--- src/rtl/stream_mux_pkg.sv ---
// Shared constants for the 2:1 stream gather path.
// The source indices use the same encoding as the 1:2 demux `sel` input,
// so out_sel can drive a downstream demux directly.
package stream_mux_pkg;

    localparam logic SRC0 = 1'b0;
    localparam logic SRC1 = 1'b1;

    // State of the one-entry output register.
    typedef enum logic {
        ST_EMPTY = 1'b0,
        ST_FULL  = 1'b1
    } state_t;

endpackage

--- src/rtl/rr_arb2.sv ---
// Two-requester round-robin arbiter. It owns the priority bit.
// gnt is a per-source ready offer and does not depend on that source's own
// request. A transfer is gnt & req, and at most one bit of gnt & req is set.
module rr_arb2
    import stream_mux_pkg::*;
(
    input  logic       clk,
    input  logic       rst,
    input  logic [1:0] req,
    input  logic       en,
    output logic [1:0] gnt,
    output logic       gnt_idx
);

    logic       prio;
    logic [1:0] xfer;

    // Offer a slot to the priority source, or to either source while the other is idle.
    always_comb begin
        gnt = 2'b00;
        if (en && !rst) begin
            gnt[0] = (prio == SRC0) || !req[1];
            gnt[1] = (prio == SRC1) || !req[0];
        end
        xfer    = gnt & req;
        gnt_idx = xfer[1] ? SRC1 : SRC0;
    end

    // After every transfer, hand priority to the source that did not win.
    always_ff @(posedge clk) begin
        if (rst) begin
            prio <= SRC0;
        end else if (|xfer) begin
            prio <= ~gnt_idx;
        end
    end

endmodule

--- src/rtl/stream_mux2_1.sv ---
// 2:1 valid/ready stream gather with a one-entry registered output.
// Round-robin arbitration decides which source loads the output register.
// out_sel tags each beat with its source so a demux can route it back.
//
// state    | meaning
// ---------+----------------------------------------------
// ST_EMPTY | output register empty, out_valid=0
// ST_FULL  | output register holds a beat, out_valid=1
module stream_mux2_1
    import stream_mux_pkg::*;
#(
    parameter int WIDTH = 8,
    parameter int CNT_W = 16
) (
    input  logic             clk,
    input  logic             rst,
    input  logic [WIDTH-1:0] in0_data,
    input  logic             in0_valid,
    output logic             in0_ready,
    input  logic [WIDTH-1:0] in1_data,
    input  logic             in1_valid,
    output logic             in1_ready,
    output logic [WIDTH-1:0] out_data,
    output logic             out_sel,
    output logic             out_valid,
    input  logic             out_ready,
    output logic [CNT_W-1:0] cnt0,
    output logic [CNT_W-1:0] cnt1
);

    localparam logic [CNT_W-1:0] CNT_MAX = {CNT_W{1'b1}};

    state_t     state;
    state_t     state_nxt;
    logic       can_load;
    logic [1:0] gnt;
    logic       gnt_idx;
    logic       xfer0;
    logic       xfer1;
    logic       load;

    // out_ready reaches the source readys only through can_load.
    // An empty register always accepts. A full one accepts only while it drains this cycle.
    always_comb begin
        can_load = (state == ST_EMPTY) || out_ready;
    end

    rr_arb2 u_arb (
        .clk     (clk),
        .rst     (rst),
        .req     ({in1_valid, in0_valid}),
        .en      (can_load),
        .gnt     (gnt),
        .gnt_idx (gnt_idx)
    );

    // Source handshakes and the resulting register load.
    always_comb begin
        in0_ready = gnt[0];
        in1_ready = gnt[1];
        xfer0     = in0_valid && in0_ready;
        xfer1     = in1_valid && in1_ready;
        load      = xfer0 || xfer1;
    end

    // State register of the output-register FSM.
    always_ff @(posedge clk) begin
        if (rst) begin
            state <= ST_EMPTY;
        end else begin
            state <= state_nxt;
        end
    end

    // Next state. A drain with a simultaneous load stays FULL (back-to-back).
    always_comb begin
        state_nxt = state;
        unique case (state)
            ST_EMPTY: begin
                if (load) begin
                    state_nxt = ST_FULL;
                end
            end
            ST_FULL: begin
                if (out_ready && !load) begin
                    state_nxt = ST_EMPTY;
                end
            end
            default: state_nxt = ST_EMPTY;
        endcase
    end

    // out_valid comes straight from the state register, so it is glitch-free.
    always_comb begin
        out_valid = (state == ST_FULL);
    end

    // Payload and source tag. They hold while no load occurs, which keeps them stable under backpressure.
    always_ff @(posedge clk) begin
        if (rst) begin
            out_data <= '0;
            out_sel  <= SRC0;
        end else if (load) begin
            out_data <= (gnt_idx == SRC1) ? in1_data : in0_data;
            out_sel  <= gnt_idx;
        end
    end

    // Per-source accepted-beat counters. They saturate and are cleared only by reset.
    always_ff @(posedge clk) begin
        if (rst) begin
            cnt0 <= '0;
            cnt1 <= '0;
        end else begin
            if (xfer0 && (cnt0 != CNT_MAX)) begin
                cnt0 <= cnt0 + 1'b1;
            end
            if (xfer1 && (cnt1 != CNT_MAX)) begin
                cnt1 <= cnt1 + 1'b1;
            end
        end
    end

endmodule

--- config.mk ---
export PLATFORM = sky130hd
export DESIGN_NAME = stream_mux2_1
export DESIGN_NICKNAME = d
export VERILOG_FILES = /design/src/rtl/stream_mux_pkg.sv /design/src/rtl/rr_arb2.sv /design/src/rtl/stream_mux2_1.sv
export SDC_FILE = /design/constraint.sdc
export NUM_CORES = 1
export LEC_CHECK = 0
export CAP_MARGIN = 5
export CORE_ASPECT_RATIO = 0.9
export CORE_UTILIZATION = 44
export CTS_BUF_LIST = sky130_fd_sc_hd__clkbuf_8
export DETAILED_ROUTE_END_ITERATION = 6
export PLACE_DENSITY_LB_ADDON = 0.3
export RECOVER_POWER = 100
export REMOVE_ABC_BUFFERS = 1
export SYNTH_ARGS = -nofsm -noshare
export SYNTH_HDL_FRONTEND = slang
export SYNTH_SLANG_ARGS = --single-unit
export TNS_END_PERCENT = 10
--- constraint.sdc ---
create_clock -name clk -period 1.7 [get_ports clk]
set_input_delay 0.17 -clock clk [delete_from_list [all_inputs] [get_ports clk]]
set_output_delay 0.17 -clock clk [all_outputs]
set_load 0.05 [all_outputs]
==> impl_metrics.ini, run 1 <==
[floorplanning]
core_area_mm2 = 0.00455
start_util_pct = 46.8
fp.dieH_um = 67.9
die_area_mm2 = 0.00511
fp.dieW_um = 75.3
io_pins = 65
rows = 23

[sta]
max_freq_ghz = 0.591
slew_headroom_pct = 58.7
period_minus_slack_ns = 1.69
setup_viol = 0
worst_slack_ns = 0.00732
worstMarginPinSlew_ns = 0.622
hold_viol = 0
fin_skew_ns = 0.00643
maxSlewViolCount = 0
post-route-period-util_pct = 99.6
holdWs_ns = 0.462
rsz0062_at_grt = true

[yosys]
synth_top_flop_cell = dfxtp_1
ys_top_cells_by_area = dfxtp_1, xnor2_1, nor2_1
async_flop_share_pct = 0
synth_area_leader_cell = dfxtp_1
postSynthCellCount = 233
synth.most_common_cell = dfxtp_1
synth-seq-cells = 43
yosys_warnings = 0
yosys-top-cells-count = dfxtp_1, nor2_1, xnor2_1
yosysUniqueCellTypes = 42
syn-cell-area_mm2 = 0.00213
ys_seq_area_share_pct = 40.5
synth_top_cell_area_share_pct = 40.5
synth_edf_count = 0
postSynthAreaPerCell_um2 = 9.12

[route]
drtPass1Iterations = 4
routed-via-count = 2072
ant_nets = 0
wl_um = 5560
drtIter0Drc = 116
drc = 0
viasPerCell = 5.23
wl_per_cell_um = 14.0

[cells_and_area]
syn2layout_area_growth_pct = 50.3
drive_gt1_share_pct = 33.2
diodes = 0
fill_cells = 377
final_cell_area_mm2 = 0.00319
nets = 358

[critical_path]
path_max_fanout = 5
worstPathArrival_ns = 1.92
required_ns = 1.93
endpoint_kind = flip-flop
worst_setup_path_start_kind = flip-flop
timing_worst_setup_path_type = flip-flop to flip-flop

[grt]
grt_overflow = 0
grt_max_degree = 38
grt_usage_pct = 22.3
grt_pass1_vias = 1882
grt_pass1_wl_um = 8640
antenna_found_initial = 0

[clocking]
cts_buffers = 5
h-tree-depth = 2
cts_tree = built
numClockSinks = 43
clock_path_buffers = 2
clock-root-buffer = clkbuf_8
cts_hold_buf = 0
clock_latency_ns = 0.30
path_clk_slew_ns = 0.08

[job]
drv_cap = 0

[placed_design]
port_buffers = 64
pre_cts_ws_ns = -0.182
place.gp.congestion = 0.842
postPlaceCellArea_mm2 = 0.00305
hpwl_um = 4040

[power_and_ir_drop]
ir_worst_vdd_mv = 0.434
power_density_mw_per_mm2 = 619
p_leak_nw = 1.30

[outcome]
status = finished clean

[hold_path]
holdCritPathClass = flip-flop to flip-flop
[where the power goes]
group,internal [mW],switching [mW]
sequential,1.03,0.0154
clock,0.268,0.321
combinational,0.151,0.189
[cell families after synthesis]
group / Yosys count / share of synthesized area [%]
and+or+nand+nor: 116 / 33.0
xor gates and xnor gates: 21 / 8.65
AOI/OAI and AO/OA: 25 / 8.12
adders and majority gates: 2 / 1.18
buffers and inverters: 14 / 2.88
DFF: 43 / 40.5
muxes: 12 / 5.65
[area by class of cell]
cell class                 count  area (um2)  area share (%)
multi-input combinational    176        1270            39.6
tap                           62        77.6            2.43
clock buffer                   5        68.8            2.15
inverter                       4        15.0           0.470
clock inverter                 1        3.75           0.118
timing repair buffer         105         895            28.0
sequential                    43         868            27.2
[critical path, cell delays in order, from the launching register on]
cell and delay (ns):
dfxtp_2 0.36, ha_2 0.19, nand4_1 0.16, buf_4 0.19, nor3_2 0.31, nor3_2 0.10
nand4_1 0.14, mux2i_1 0.18
[worst paths after layout]
| kind | start | end | slack (ns) | cells past startpoint |
|---|---|---|---|---|
| setup / recovery | cnt0[1] | cnt0[15] | 0.007 | 7 |
| hold / removal | out_sel | out_sel | 0.46 | 2 |
| setup reg to reg | cnt0[1] | cnt0[15] | 0.007 | 7 |
| hold reg to reg | out_sel | out_sel | 0.46 | 2 |
[routing by layer]
layer,wire length (um),up-vias,GRT usage [%]
met1,2560,953,31.3
met5,0,-,0
met3,302,12,5.74
li1,-,1038,-
met2,2580,69,33.2
met4,119,0,7.64
[repair_timing]
action	CTS	global route
setup endpoints to repair	0	21
buffers inserted	0	2
resized for setup	0	19
[state kept, by name, summed over array words and instances, names as in the netlist]
name        count
out_valid       1
u_arb.prio      1
out_data        8
cnt0           16
out_sel         1
cnt1           16
[cells in the final DEF, fill, tap and decap left out, drive strengths merged]
| cell type | n |
|---|---|
| nand3 | 8 |
| nand2 | 14 |
| and3 | 1 |
| xor2 | 1 |
| and4 | 1 |
| mux2i | 12 |
| clkdlybuf4s50 | 30 |
| ha | 2 |
| nor2 | 41 |
| a311oi | 2 |
| nor3b | 2 |
| nor4 | 11 |
| dlymetal6s2s | 1 |
| a31o | 2 |
| a21oi | 7 |
| nand4 | 11 |
| clkbuf | 8 |
| a41o | 1 |
| xnor2 | 20 |
| nand4b | 4 |
| nand2b | 4 |
| or3 | 1 |
| and4b | 1 |
| nor4b | 4 |
| o21ai | 3 |
| or2b | 1 |
| buf | 71 |
| nor2b | 1 |
| a211oi | 9 |
| a31oi | 1 |
| inv | 5 |
| or2 | 3 |
| nor3 | 8 |
| dfxtp | 43 |
[stage by stage]
stage	cells	TNS [ns]	total power [mW]	utilization, %
floorplan	223	-7.01	1.24	-
global placement	388	-1.54	1.40	67.0
detailed placement	388	-2.59	1.41	67.0
CTS	394	0	2.00	68.6
global route	396	-0.477	2.08	70.3
finish	396	0	1.98	70.3
(Power assumes the default switching activity.)
==> run 2: changes to the inputs <==
- GPL_ROUTABILITY_DRIVEN: unset -> 0
==> results of run 2 <==
No change in the layout: final DEF, timing and power equal those of run 1.
